## src/rtl/trig_pkg.sv

```systemverilog
// Shared types and sizes for the trigger arbiter.
//   N_TRIG/TS_W/DEPTH : trigger count, timestamp width, record FIFO depth
//   trig_rec_t        : one queued firing record {mask, timestamp}
//   arb_state_t       : firing sequencer states
package trig_pkg;

  localparam int unsigned N_TRIG  = 8;
  localparam int unsigned TS_W    = 56;
  localparam int unsigned DEPTH   = 8;
  localparam int unsigned ADDR_W  = $clog2(DEPTH);
  localparam int unsigned PTR_W   = ADDR_W + 1;
  localparam int unsigned CNT_W   = PTR_W;
  localparam int unsigned WIN_W   = 4;
  localparam int unsigned DEAD_W  = 8;
  localparam int unsigned PULSE_W = 6;
  localparam int unsigned OVF_W   = 16;

  // "time" is reserved in SystemVerilog, so the timestamp field is named ts
  typedef struct packed {
    logic [N_TRIG-1:0] mask;
    logic [TS_W-1:0]   ts;
  } trig_rec_t;

  typedef enum logic [1:0] {
    IDLE,
    GATHER,
    COMMIT,
    HOLDOFF
  } arb_state_t;

endpackage

```

## src/rtl/trigger_arbiter_if.sv

```systemverilog
// Record readout handshake.
//   rec_valid/rec_mask/rec_time : FIFO head, driven by the arbiter (master)
//   rec_ready                   : consumer pop request (slave)
interface trigger_arbiter_if;
  import trig_pkg::*;

  logic              rec_valid;
  logic [N_TRIG-1:0] rec_mask;
  logic [TS_W-1:0]   rec_time;
  logic              rec_ready;

  modport master (output rec_valid, output rec_mask, output rec_time, input rec_ready);
  modport slave  (input rec_valid, input rec_mask, input rec_time, output rec_ready);

endinterface

```

## src/rtl/trig_rec_fifo.sv

```systemverilog
// First-word-fall-through record FIFO with registered head.
//   clk_adc, reset : clock, synchronous active-high reset
//   clear          : synchronous flush (overrides push/pop)
//   wr_en/wr_data  : push request; accepted when not full or popping
//   rd_en          : pop request; ignored while empty
//   rd_data/rd_valid : registered head record and non-empty flag
//   full_c         : full flag decoded from count
//   count          : occupancy 0..DEPTH
module trig_rec_fifo
  import trig_pkg::*;
(
  input  logic             clk_adc,
  input  logic             reset,
  input  logic             clear,
  input  logic             wr_en,
  input  trig_rec_t        wr_data,
  input  logic             rd_en,
  output trig_rec_t        rd_data,
  output logic             rd_valid,
  output logic             full_c,
  output logic [CNT_W-1:0] count
);

  trig_rec_t        mem [DEPTH];
  logic [PTR_W-1:0] wr_ptr;
  logic [PTR_W-1:0] rd_ptr;
  logic [PTR_W-1:0] rd_ptr_n;
  logic [CNT_W-1:0] count_n;
  logic             push_c;
  logic             pop_c;
  trig_rec_t        head_n;

  // Handshake qualification and next head selection
  always_comb begin
    full_c   = (count == CNT_W'(DEPTH));
    pop_c    = rd_en && rd_valid;
    push_c   = wr_en && (!full_c || pop_c);
    rd_ptr_n = rd_ptr + PTR_W'(pop_c);
    count_n  = count + CNT_W'(push_c) - CNT_W'(pop_c);
    // Pointers only match when the FIFO drains to empty; a same-cycle push is the new head
    if (push_c && (wr_ptr == rd_ptr_n)) head_n = wr_data;
    else                                head_n = mem[rd_ptr_n[ADDR_W-1:0]];
  end

  // Storage array, no reset needed
  always_ff @(posedge clk_adc) begin
    if (!reset && !clear && push_c) mem[wr_ptr[ADDR_W-1:0]] <= wr_data;
  end

  // Pointers, occupancy and registered head
  always_ff @(posedge clk_adc) begin
    if (reset || clear) begin
      wr_ptr   <= '0;
      rd_ptr   <= '0;
      count    <= '0;
      rd_valid <= 1'b0;
      rd_data  <= '0;
    end else begin
      wr_ptr   <= wr_ptr + PTR_W'(push_c);
      rd_ptr   <= rd_ptr_n;
      count    <= count_n;
      rd_valid <= (count_n != '0);
      rd_data  <= (count_n != '0) ? head_n : '0;
    end
  end

endmodule

```

## src/rtl/trigger_arbiter.sv

```systemverilog
// Firing sequencer: accepts one qualified trigger at a time, gathers
// coincident triggers into a mask, enforces dead time, drives the output
// pulse and queues {mask, timestamp} records for readout.
//   clk_adc, reset      : clock, synchronous active-high reset
//   trig_req/trig_enable: per-trigger level and enable
//   run_enable, pass_prescale : firing gates
//   dead_time, gather_len, out_width : timing controls
//   timestamp           : free-running time counter
//   clear               : flush FIFO and overflow count
//   fire_out, busy      : output pulse, sequencer non-idle
//   rec                 : record readout handshake
//   fifo_count, overflow_count : occupancy and dropped records
module trigger_arbiter
  import trig_pkg::*;
(
  input  logic                clk_adc,
  input  logic                reset,
  input  logic [N_TRIG-1:0]   trig_req,
  input  logic [N_TRIG-1:0]   trig_enable,
  input  logic                run_enable,
  input  logic                pass_prescale,
  input  logic [DEAD_W-1:0]   dead_time,
  input  logic [WIN_W-1:0]    gather_len,
  input  logic [PULSE_W-1:0]  out_width,
  input  logic [TS_W-1:0]     timestamp,
  input  logic                clear,
  output logic                fire_out,
  output logic                busy,
  output logic [CNT_W-1:0]    fifo_count,
  output logic [OVF_W-1:0]    overflow_count,
  trigger_arbiter_if.master   rec
);

  arb_state_t          state;
  arb_state_t          state_n;
  logic [N_TRIG-1:0]   mask;
  logic [TS_W-1:0]     ts;
  logic [WIN_W-1:0]    win;
  logic [DEAD_W-1:0]   dead;
  logic [PULSE_W-1:0]  pulse;
  logic [N_TRIG-1:0]   qual_c;
  logic                accept_c;
  logic                dead_done_c;
  logic                commit_c;
  logic                pop_c;
  logic                fifo_full_c;
  logic                overflow_c;
  trig_rec_t           push_rec_c;
  trig_rec_t           head;

  // State register
  always_ff @(posedge clk_adc) begin
    if (reset) state <= IDLE;
    else       state <= state_n;
  end

  // Next state and qualification
  always_comb begin
    qual_c      = trig_req & trig_enable;
    accept_c    = 1'b0;
    // dead reaches zero on the coming edge, so leaving now lands in IDLE on time
    dead_done_c = (dead <= DEAD_W'(1));
    state_n     = state;
    case (state)
      IDLE: begin
        accept_c = run_enable && pass_prescale && (|qual_c);
        if (accept_c) state_n = GATHER;
      end
      GATHER:  if (win == '0) state_n = COMMIT;
      COMMIT:  state_n = dead_done_c ? IDLE : HOLDOFF;
      HOLDOFF: if (dead_done_c) state_n = IDLE;
      default: state_n = IDLE;
    endcase
    commit_c    = (state == COMMIT);
    pop_c       = rec.rec_valid && rec.rec_ready;
    overflow_c  = commit_c && !clear && fifo_full_c && !pop_c;
    push_rec_c  = '{mask: mask, ts: ts};
  end

  // Firing datapath: mask/timestamp capture, window, dead time, pulse
  always_ff @(posedge clk_adc) begin
    if (reset) begin
      busy     <= 1'b0;
      mask     <= '0;
      ts       <= '0;
      win      <= '0;
      dead     <= '0;
      pulse    <= '0;
      fire_out <= 1'b0;
    end else begin
      busy <= (state_n != IDLE);
      if (accept_c) begin
        mask <= qual_c;
        ts   <= timestamp;
        win  <= gather_len;
        dead <= dead_time;
      end else begin
        if (state == GATHER) begin
          if (run_enable) mask <= mask | qual_c;
          if (win != '0)  win  <= win - WIN_W'(1);
        end
        if (dead != '0) dead <= dead - DEAD_W'(1);
      end
      // pulse holds the cycles remaining after the current one
      if (accept_c) begin
        fire_out <= 1'b1;
        pulse    <= (out_width == '0) ? '0 : out_width - PULSE_W'(1);
      end else if (pulse != '0) begin
        pulse <= pulse - PULSE_W'(1);
      end else begin
        fire_out <= 1'b0;
      end
    end
  end

  // Saturating dropped-record counter
  always_ff @(posedge clk_adc) begin
    if (reset || clear)                            overflow_count <= '0;
    else if (overflow_c && (overflow_count != '1)) overflow_count <= overflow_count + OVF_W'(1);
  end

  trig_rec_fifo u_fifo (
    .clk_adc  (clk_adc),
    .reset    (reset),
    .clear    (clear),
    .wr_en    (commit_c),
    .wr_data  (push_rec_c),
    .rd_en    (rec.rec_ready),
    .rd_data  (head),
    .rd_valid (rec.rec_valid),
    .full_c   (fifo_full_c),
    .count    (fifo_count)
  );

  assign rec.rec_mask = head.mask;
  assign rec.rec_time = head.ts;

endmodule

```

## src/flat_wrapper.sv

```systemverilog
// flat-port wrapper written by rule: the top's interface ports become plain ports
module trigger_arbiter_flat import trig_pkg::*;
  (clk_adc, reset, trig_req, trig_enable, run_enable, pass_prescale, dead_time, gather_len, out_width, timestamp, clear, fire_out, busy, fifo_count, overflow_count, rec_rec_valid, rec_rec_mask, rec_rec_time, rec_rec_ready);
  trigger_arbiter_if rec_i ();
  input  logic clk_adc;
  input  logic reset;
  input  logic [N_TRIG-1:0] trig_req;
  input  logic [N_TRIG-1:0] trig_enable;
  input  logic run_enable;
  input  logic pass_prescale;
  input  logic [DEAD_W-1:0] dead_time;
  input  logic [WIN_W-1:0] gather_len;
  input  logic [PULSE_W-1:0] out_width;
  input  logic [TS_W-1:0] timestamp;
  input  logic clear;
  output logic fire_out;
  output logic busy;
  output logic [CNT_W-1:0] fifo_count;
  output logic [OVF_W-1:0] overflow_count;
  output wire logic [$bits(rec_i.rec_valid)-1:0] rec_rec_valid;
  output wire logic [$bits(rec_i.rec_mask)-1:0] rec_rec_mask;
  output wire logic [$bits(rec_i.rec_time)-1:0] rec_rec_time;
  input wire logic [$bits(rec_i.rec_ready)-1:0] rec_rec_ready;
  assign rec_rec_valid = rec_i.rec_valid;
  assign rec_rec_mask = rec_i.rec_mask;
  assign rec_rec_time = rec_i.rec_time;
  assign rec_i.rec_ready = rec_rec_ready;
  trigger_arbiter u_core (.clk_adc(clk_adc), .reset(reset), .trig_req(trig_req), .trig_enable(trig_enable), .run_enable(run_enable), .pass_prescale(pass_prescale), .dead_time(dead_time), .gather_len(gather_len), .out_width(out_width), .timestamp(timestamp), .clear(clear), .fire_out(fire_out), .busy(busy), .fifo_count(fifo_count), .overflow_count(overflow_count), .rec(rec_i));
endmodule
```

## config.mk

```make
export PLATFORM = sky130hd
export DESIGN_NAME = trigger_arbiter_flat
export DESIGN_NICKNAME = d
export VERILOG_FILES = /design/src/rtl/trig_pkg.sv /design/src/rtl/trigger_arbiter_if.sv /design/src/rtl/trig_rec_fifo.sv /design/src/rtl/trigger_arbiter.sv /design/src/flat_wrapper.sv
export SDC_FILE = /design/constraint.sdc
export NUM_CORES = 1
export LEC_CHECK = 0
export BUFFER_PORTS_ARGS = -buffer_cell sky130_fd_sc_hd__buf_2
export CAP_MARGIN = 20
export CORE_ASPECT_RATIO = 2
export CORE_MARGIN = 3
export CORE_UTILIZATION = 45
export DETAILED_ROUTE_END_ITERATION = 6
export SYNTH_ARGS = -nofsm -noshare
export SYNTH_HDL_FRONTEND = slang
export SYNTH_HIERARCHICAL = 1
export SYNTH_SLANG_ARGS = --single-unit
```

## constraint.sdc

```tcl
create_clock -name clk_adc -period 16.2 [get_ports clk_adc]
set_input_delay 0.81 -clock clk_adc [delete_from_list [all_inputs] [get_ports clk_adc]]
set_output_delay 0.81 -clock clk_adc [all_outputs]
set_load 0.01 [all_outputs]
```

* After elaboration in Yosys (flattened, before gate mapping)
Memories as Yosys holds them, arrays and structs flattened.
Cells that the tools add are included.
** Word-level totals
- Register bits after elaboration :: 179
- Word-level logic and storage cells :: 92
- Output and inout bits :: 87
- Memories :: 1
- Bits in writable memories :: 512
- Input port bits :: 96
** Memories
- u_core.u_fifo.mem :: words 8, bits a word 64, rd ports 1, clocked after memory_dff 0, write ports 1, line trig_rec_fifo.sv:24 : trig_rec_t mem [DEPTH];
** Cells by class
- Reduce and logical (&&, ||, !) cells :: 34
- Multiplexer cells :: 22
- Add/subtract/negate cells :: 9
- Bitwise gates (word level) :: 3
- Magnitude comparators :: 1
- Equal/unequal tests :: 7
** Operators with widths (number)
- $mux W64 :: 1
- $mux W8 :: 5
- $mux W6 :: 3
- $add A16 B1 Y16 const B :: 1
- $ne A16 B16 Y1 const B :: 1
- $add A4 B1 Y4 :: 3
- $mux W4 :: 3
- $reduce_bool A2 Y1 :: 6
- $sub A6 B1 Y6 const B :: 2
- $logic_and A1 B1 Y1 :: 11
- $and A8 B8 Y8 :: 1
- $le A8 B1 Y1 const B :: 1
- $mux W2 :: 4
- $or A8 B8 Y8 :: 1
- $pmux W2 S4 :: 1
- $reduce_bool A4 Y1 :: 2
- $reduce_bool A8 Y1 :: 1
- $reduce_or A8 Y1 :: 1
- $sub A8 B1 Y8 const B :: 1
- $logic_not A6 Y1 :: 1
- $reduce_bool A6 Y1 :: 1
- $mux W1 :: 5
- $eq A2 B2 Y1 const B :: 2
- $eq A4 B4 Y1 :: 1
- other kinds (12) :: 17

* Longest topological paths before layout
- Depth after elaboration :: 9
- Mapped depth :: 12
- Depth with buffers taken out :: 10

* Modules after synthesis
The synthesis kept the hierarchy.
** By module, submodules not included
- trig_rec_fifo :: instances 1, area an instance 22034.9 µm², cells an instance 1296
- trigger_arbiter :: instances 1, area an instance 4391.7 µm², cells an instance 543

* Least setup slack after synthesis
No wires, ideal clock.
- Path kind :: in2reg
- From :: input rec_rec_ready
- To :: memory u_core/u_fifo/mem[1][0] (netlist name) (enable)
- Required time :: 15636 ps
- Buffers on the path :: 0
- Cell stages on the path :: 4
- Slack :: 9834 ps
- Setup time :: 564 ps
- Data arrival time :: 5802 ps
- Cells stage by stage :: nand2_1 -> a21boi_0 -> nand3_1 -> nor3_1
** Between the ends
- Longest elaborated chain between the ends :: 6
** RTL lines
- start, declared :: line flat_wrapper.sv:23 : input wire logic [$bits(rec_i.rec_ready)-1:0] rec_rec_ready;
- $logic_and A1 B1 Y1 :: line trig_rec_fifo.sv:36 : pop_c = rd_en && rd_valid;
- $logic_or A1 B1 Y1 :: line trig_rec_fifo.sv:37 : push_c = wr_en && (!full_c || pop_c);
- $logic_and A1 B1 Y1 :: line trig_rec_fifo.sv:37
- $logic_and A1 B1 Y1 :: line trig_rec_fifo.sv:47 : if (!reset && !clear && push_c) mem[wr_ptr[ADDR_W-1:0]] <= wr_data;
- $mux W1 :: line trig_rec_fifo.sv:47
- $mux W1 (not written as such) :: line trig_rec_fifo.sv:47
- end, declared :: line trig_rec_fifo.sv:24
Every way passes these cells.

* Final worst setup path
- From :: register u_core.u_fifo.count[2]
- To :: memory u_core/u_fifo/mem[7][38] (netlist name) (enable)
** Between the ends
- Longest elaborated chain between the ends :: 7
** RTL lines
- start, declared :: line trig_rec_fifo.sv:21 : output logic [CNT_W-1:0] count
- start signal, assigned :: line trig_rec_fifo.sv:61 : count <= count_n;
- $eq A4 B4 Y1 :: line trig_rec_fifo.sv:35 : full_c = (count == CNT_W'(DEPTH));
- net u_core.fifo_full_c :: line trigger_arbiter.sv:46 : logic fifo_full_c;
- $logic_not A1 Y1 :: line trig_rec_fifo.sv:37
- $logic_or A1 B1 Y1 :: line trig_rec_fifo.sv:37
- $logic_and A1 B1 Y1 :: line trig_rec_fifo.sv:37
- $logic_and A1 B1 Y1 :: line trig_rec_fifo.sv:47
- $mux W1 :: line trig_rec_fifo.sv:47
- $mux W1 (not written as such) :: line trig_rec_fifo.sv:47
The timed path passes the listed nets, and every way through them passes these cells.

==> results by group <==
Timing
  • Max frequency: 277 MHz
  • Slew Limit Headroom: roughly a quarter
  • RSZ-0062 raised after global routing: no
  • Final Hold Vio Count: 0
  • Crit share post-route: between 20 and 25%
  • Slew at the pin closest to its max-slew limit: roughly 1.1 ns
  • WHS: between 0.4 and 0.5 ns
  • Final Critical Period: about 3.6 ns
  • Max Slew Vio Count: 0
  • Endpoints failing setup: 0
  • Setup TNS: 0 ns
  • Worst clock skew: 0.0179 ns

Yosys
  • Syn_area_per_cell: roughly 14 sq um
  • Cells after Synth: roughly 1,800
  • Post-synth top area share: between 50% and 60%
  • Asr flop ratio synth: 0%
  • Synth cell types: slightly below 60
  • Top_reg_cell synth: edfxtp_1
  • Ranking of synthesized cells by area: edfxtp_1 58%, dfxtp_1 14%, mux4_2 5.1%, nand2_1 4.5%, mux2i_1 3.8%
  • Seq cells post-synth: 691
  • Synth Area in Adders: less than 1%
  • Mux share of post-synthesis cell area: roughly 8.9%
  • Register area share after synthesis: 71.7%
  • Leading area contributor after synthesis: edfxtp_1
  • Cell area after synthesis: about 0.026 sq mm
  • Post-Synth XOR/XNOR Area: under 10%
  • YS warnings: 6
  • Largest family of logic cells by synthesized area: simple AND/OR/NAND/NOR gates
  • Compound-cell area share of the yosys netlist: approximately 5.2%
  • Synth Net Count: around 2,000
  • Post-synth EDFFs: between 500 and 600
  • Simple-Gate Fraction of Synth Area: 10.2%

Routing
  • Antenna-violating nets left: 0
  • Drt via density: about 5.5
  • Total wire length: approximately 62 mm
  • DR DRC count: 0
  • Detailed Routing Iterations Pass 1: 5
  • Detailed-route via count: about 16,000
  • Initial drt markers: 940
  • WL per Instance: ~22 um

Floorplan
  • Die height: between 300 and 400 um
  • Row cnt: 125
  • Die width: approximately 180 um
  • I/O pin cnt: between 150 and 200
  • Die area: between 0.06 and 0.07 sq mm
  • Starting Density: a little under half
  • Core ar.: just under 0.06 sq mm

Final layout
  • Final net count: roughly 2,100
  • Area growth syn-to-layout: 14.5%
  • Finished Core Util: a little over half
  • Proportion of layout cells with a drive suffix above 1: a little under a fifth

Clock tree
  • Clk buf depth: 3
  • CTS buffer count: 59
  • Clk sinks: around 690
  • CTS tree: yes
  • Worst-skew pair later-pin latency: 0.62 ns
  • Post-CTS setup buffers: 0
  • Clock-pin slew on the worst setup and hold paths: 0.07 ns
  • CTS Hold Bufs: 0
  • H-tree depth: 2
  • Clk root buf: clkbuf_16
  • CTS resizes: 0

GRT
  • First-pass GRT wire length: 96.0 mm
  • Initial antenna violation count: 5
  • Vias in the first global route: roughly 16,000
  • Gr usage total: 20.3%
  • Largest net degree at the start of global routing: approximately 170
  • Gr ovfl total: 0

Worst setup path
  • Reg2reg start: u_core/u_fifo/count[2]
  • CP Launch Type: register
  • Data arrival time of the worst path: about 3.8 ns
  • Worst Path Max Fanout: 39
  • Worst EP required: 16.44 ns
  • Worst Setup End Kind: register
  • Worst setup startpoint: u_core/u_fifo/count[2]
  • Crit path kind: register to register

Run
  • MaxCap Viol Count: 0

Pwr
  • Comb power frac: roughly 12%
  • Clock share of power: ~37%
  • P per Cell Area: approximately 130 mW/mm^2
  • Max VDD drop: around 0.090 mV
  • Lkg Pwr: 10.2 nW
  • Seq pwr share: about half
  • Switching power: 0.000988 W
  • Total power: ~0.004 W
  • Switching part of the total: about a quarter
  • Int Power: roughly 0.003 W

Placed design
  • GP Congestion: around 0.79
  • HPWL Detailed: approximately 35 mm
  • I/O Buffers: 182

Hold path
  • HP Start: timestamp[24]
  • HP Class: primary input to register

Status
  • Outcome: finished, final reports clean
kinds of logic (layout without fill, tap and decap cells):
family / after synthesis / count (layout)
flip-flops: 691 / 691
other: 0 / 1
multiplexers: 161 / 161
XOR/XNOR: 29 / 29
buffers and inverters: 123 / 337
AND/OR/NAND/NOR: 597 / 597
adder cells (fa/ha/maj): 18 / 18
AO/OA/AOI/OAI: 220 / 220
critical path, stage by stage, from the launching register on:
cell and delay, ns:
dfxtp_1 0.33, inv_1 0.06, ha_1 0.18, nor3b_1 0.15, a21boi_0 0.46, nand3_1 0.41
nor2_4 0.88, buf_4 0.70
routing by layer:
layer | global-route usage (%) | up-vias | share of wire (%) | wire length, um
met4 | 6.07 | 2 | 2.5 | 1560
met1 | 24.9 | 7790 | 39 | 24300
met5 | 0 | - | 0.013 | 8
met2 | 36.6 | 467 | 53 | 32800
li1 | - | 7174 | - | -
met3 | 3.37 | 97 | 5.8 | 3590
placed cells by master (no fill, tap or decap), types with 5 or more instances in the layout:
master and instances:
nor2_1 72, xnor2_1 19, a211oi_1 36, clkbuf_1 15, clkinv_1 9, nand4_1 38, xor2_1 7, dfxtp_1 179
inv_1 18, o21ai_0 5, buf_4 22, clkinv_2 9, nor3_1 13, clkbuf_8 6, clkbuf_16 60, edfxtp_1 512
nand3_1 82, nand2b_1 5, o31ai_1 10, mux4_2 60, a21oi_1 113, ha_1 15, buf_2 181, nor2_4 7
nor4_1 6, mux2i_1 101, or3_1 6, bufinv_16 8, nand3b_1 10, and3_1 6, a22oi_1 35, nand2_1 319
sequential cells by signal (all words and copies together), names as in the netlist, 6 cells and up:
register / cells
u_core/mask: 8
u_core/dead: 8
u_core/u_fifo/rd_data: 64
u_core/ts: 56
u_core/overflow_count: 16
u_core/u_fifo/mem: 512
u_core/pulse: 6
worst paths after layout:
path | end | slack (ns) | cells past startpoint
worst max-delay path | u_core/u_fifo/mem[7][38] | 12.59 | 7
worst max register to register | u_core/u_fifo/mem[7][38] | 12.59 | 7
worst min-delay path | u_core/ts[24] | 0.42 | 3
worst min register to register | u_core/fire_out | 0.48 | 2
synth_stat cells, drive strengths merged, types with 6 or more instances:
| library cell | instances |
|---|---|
| inv | 18 |
| xnor2 | 20 |
| o31ai | 10 |
| nand4 | 38 |
| nor3 | 16 |
| nor2b | 6 |
| a21oi | 114 |
| and3 | 6 |
| mux4 | 60 |
| nand2 | 320 |
| clkbuf | 53 |
| dfxtp | 179 |
| nor4 | 7 |
| or3 | 6 |
| edfxtp | 512 |
| buf | 52 |
| nand3 | 85 |
| o21ai | 7 |
| a211oi | 36 |
| mux2i | 101 |
| a22oi | 35 |
| nor2 | 79 |
| xor2 | 8 |
| ha | 17 |
| nand3b | 10 |
power by group through the flow:
stage | clock network [W] | registers [W] | logic [W]
2_1_floorplan | 0 | 0.00207 | 0.000311
3_3_place_gp | 0 | 0.00208 | 0.000482
3_5_place_dp | 0 | 0.00208 | 0.000490
4_1_cts | 0.00150 | 0.00204 | 0.000491
5_1_grt | 0.00157 | 0.00205 | 0.000535
6_report | 0.00146 | 0.00204 | 0.000482
stage by stage:
step	instances	instance area, sq um	setup WS (ns)
floorplan	1839	26400	9.83
global route	2815	30300	12.29
CTS	2815	30300	12.51
finish	2816	30300	12.59
detailed placement	2703	28200	11.93
global placement	2700	28200	11.97
layout make-up:
type / instances / area, sq um
inverters: 18 / 67.6
diodes: 1 / 2.50
repair buffers: 207 / 1170
clock inverters: 31 / 370
multi-input cells: 1025 / 7100
well taps: 762 / 953
flip-flops and latches: 691 / 19000
fillers: 4965 / 27900
clock buffers: 81 / 1640
(Power assumes the default switching activity.)
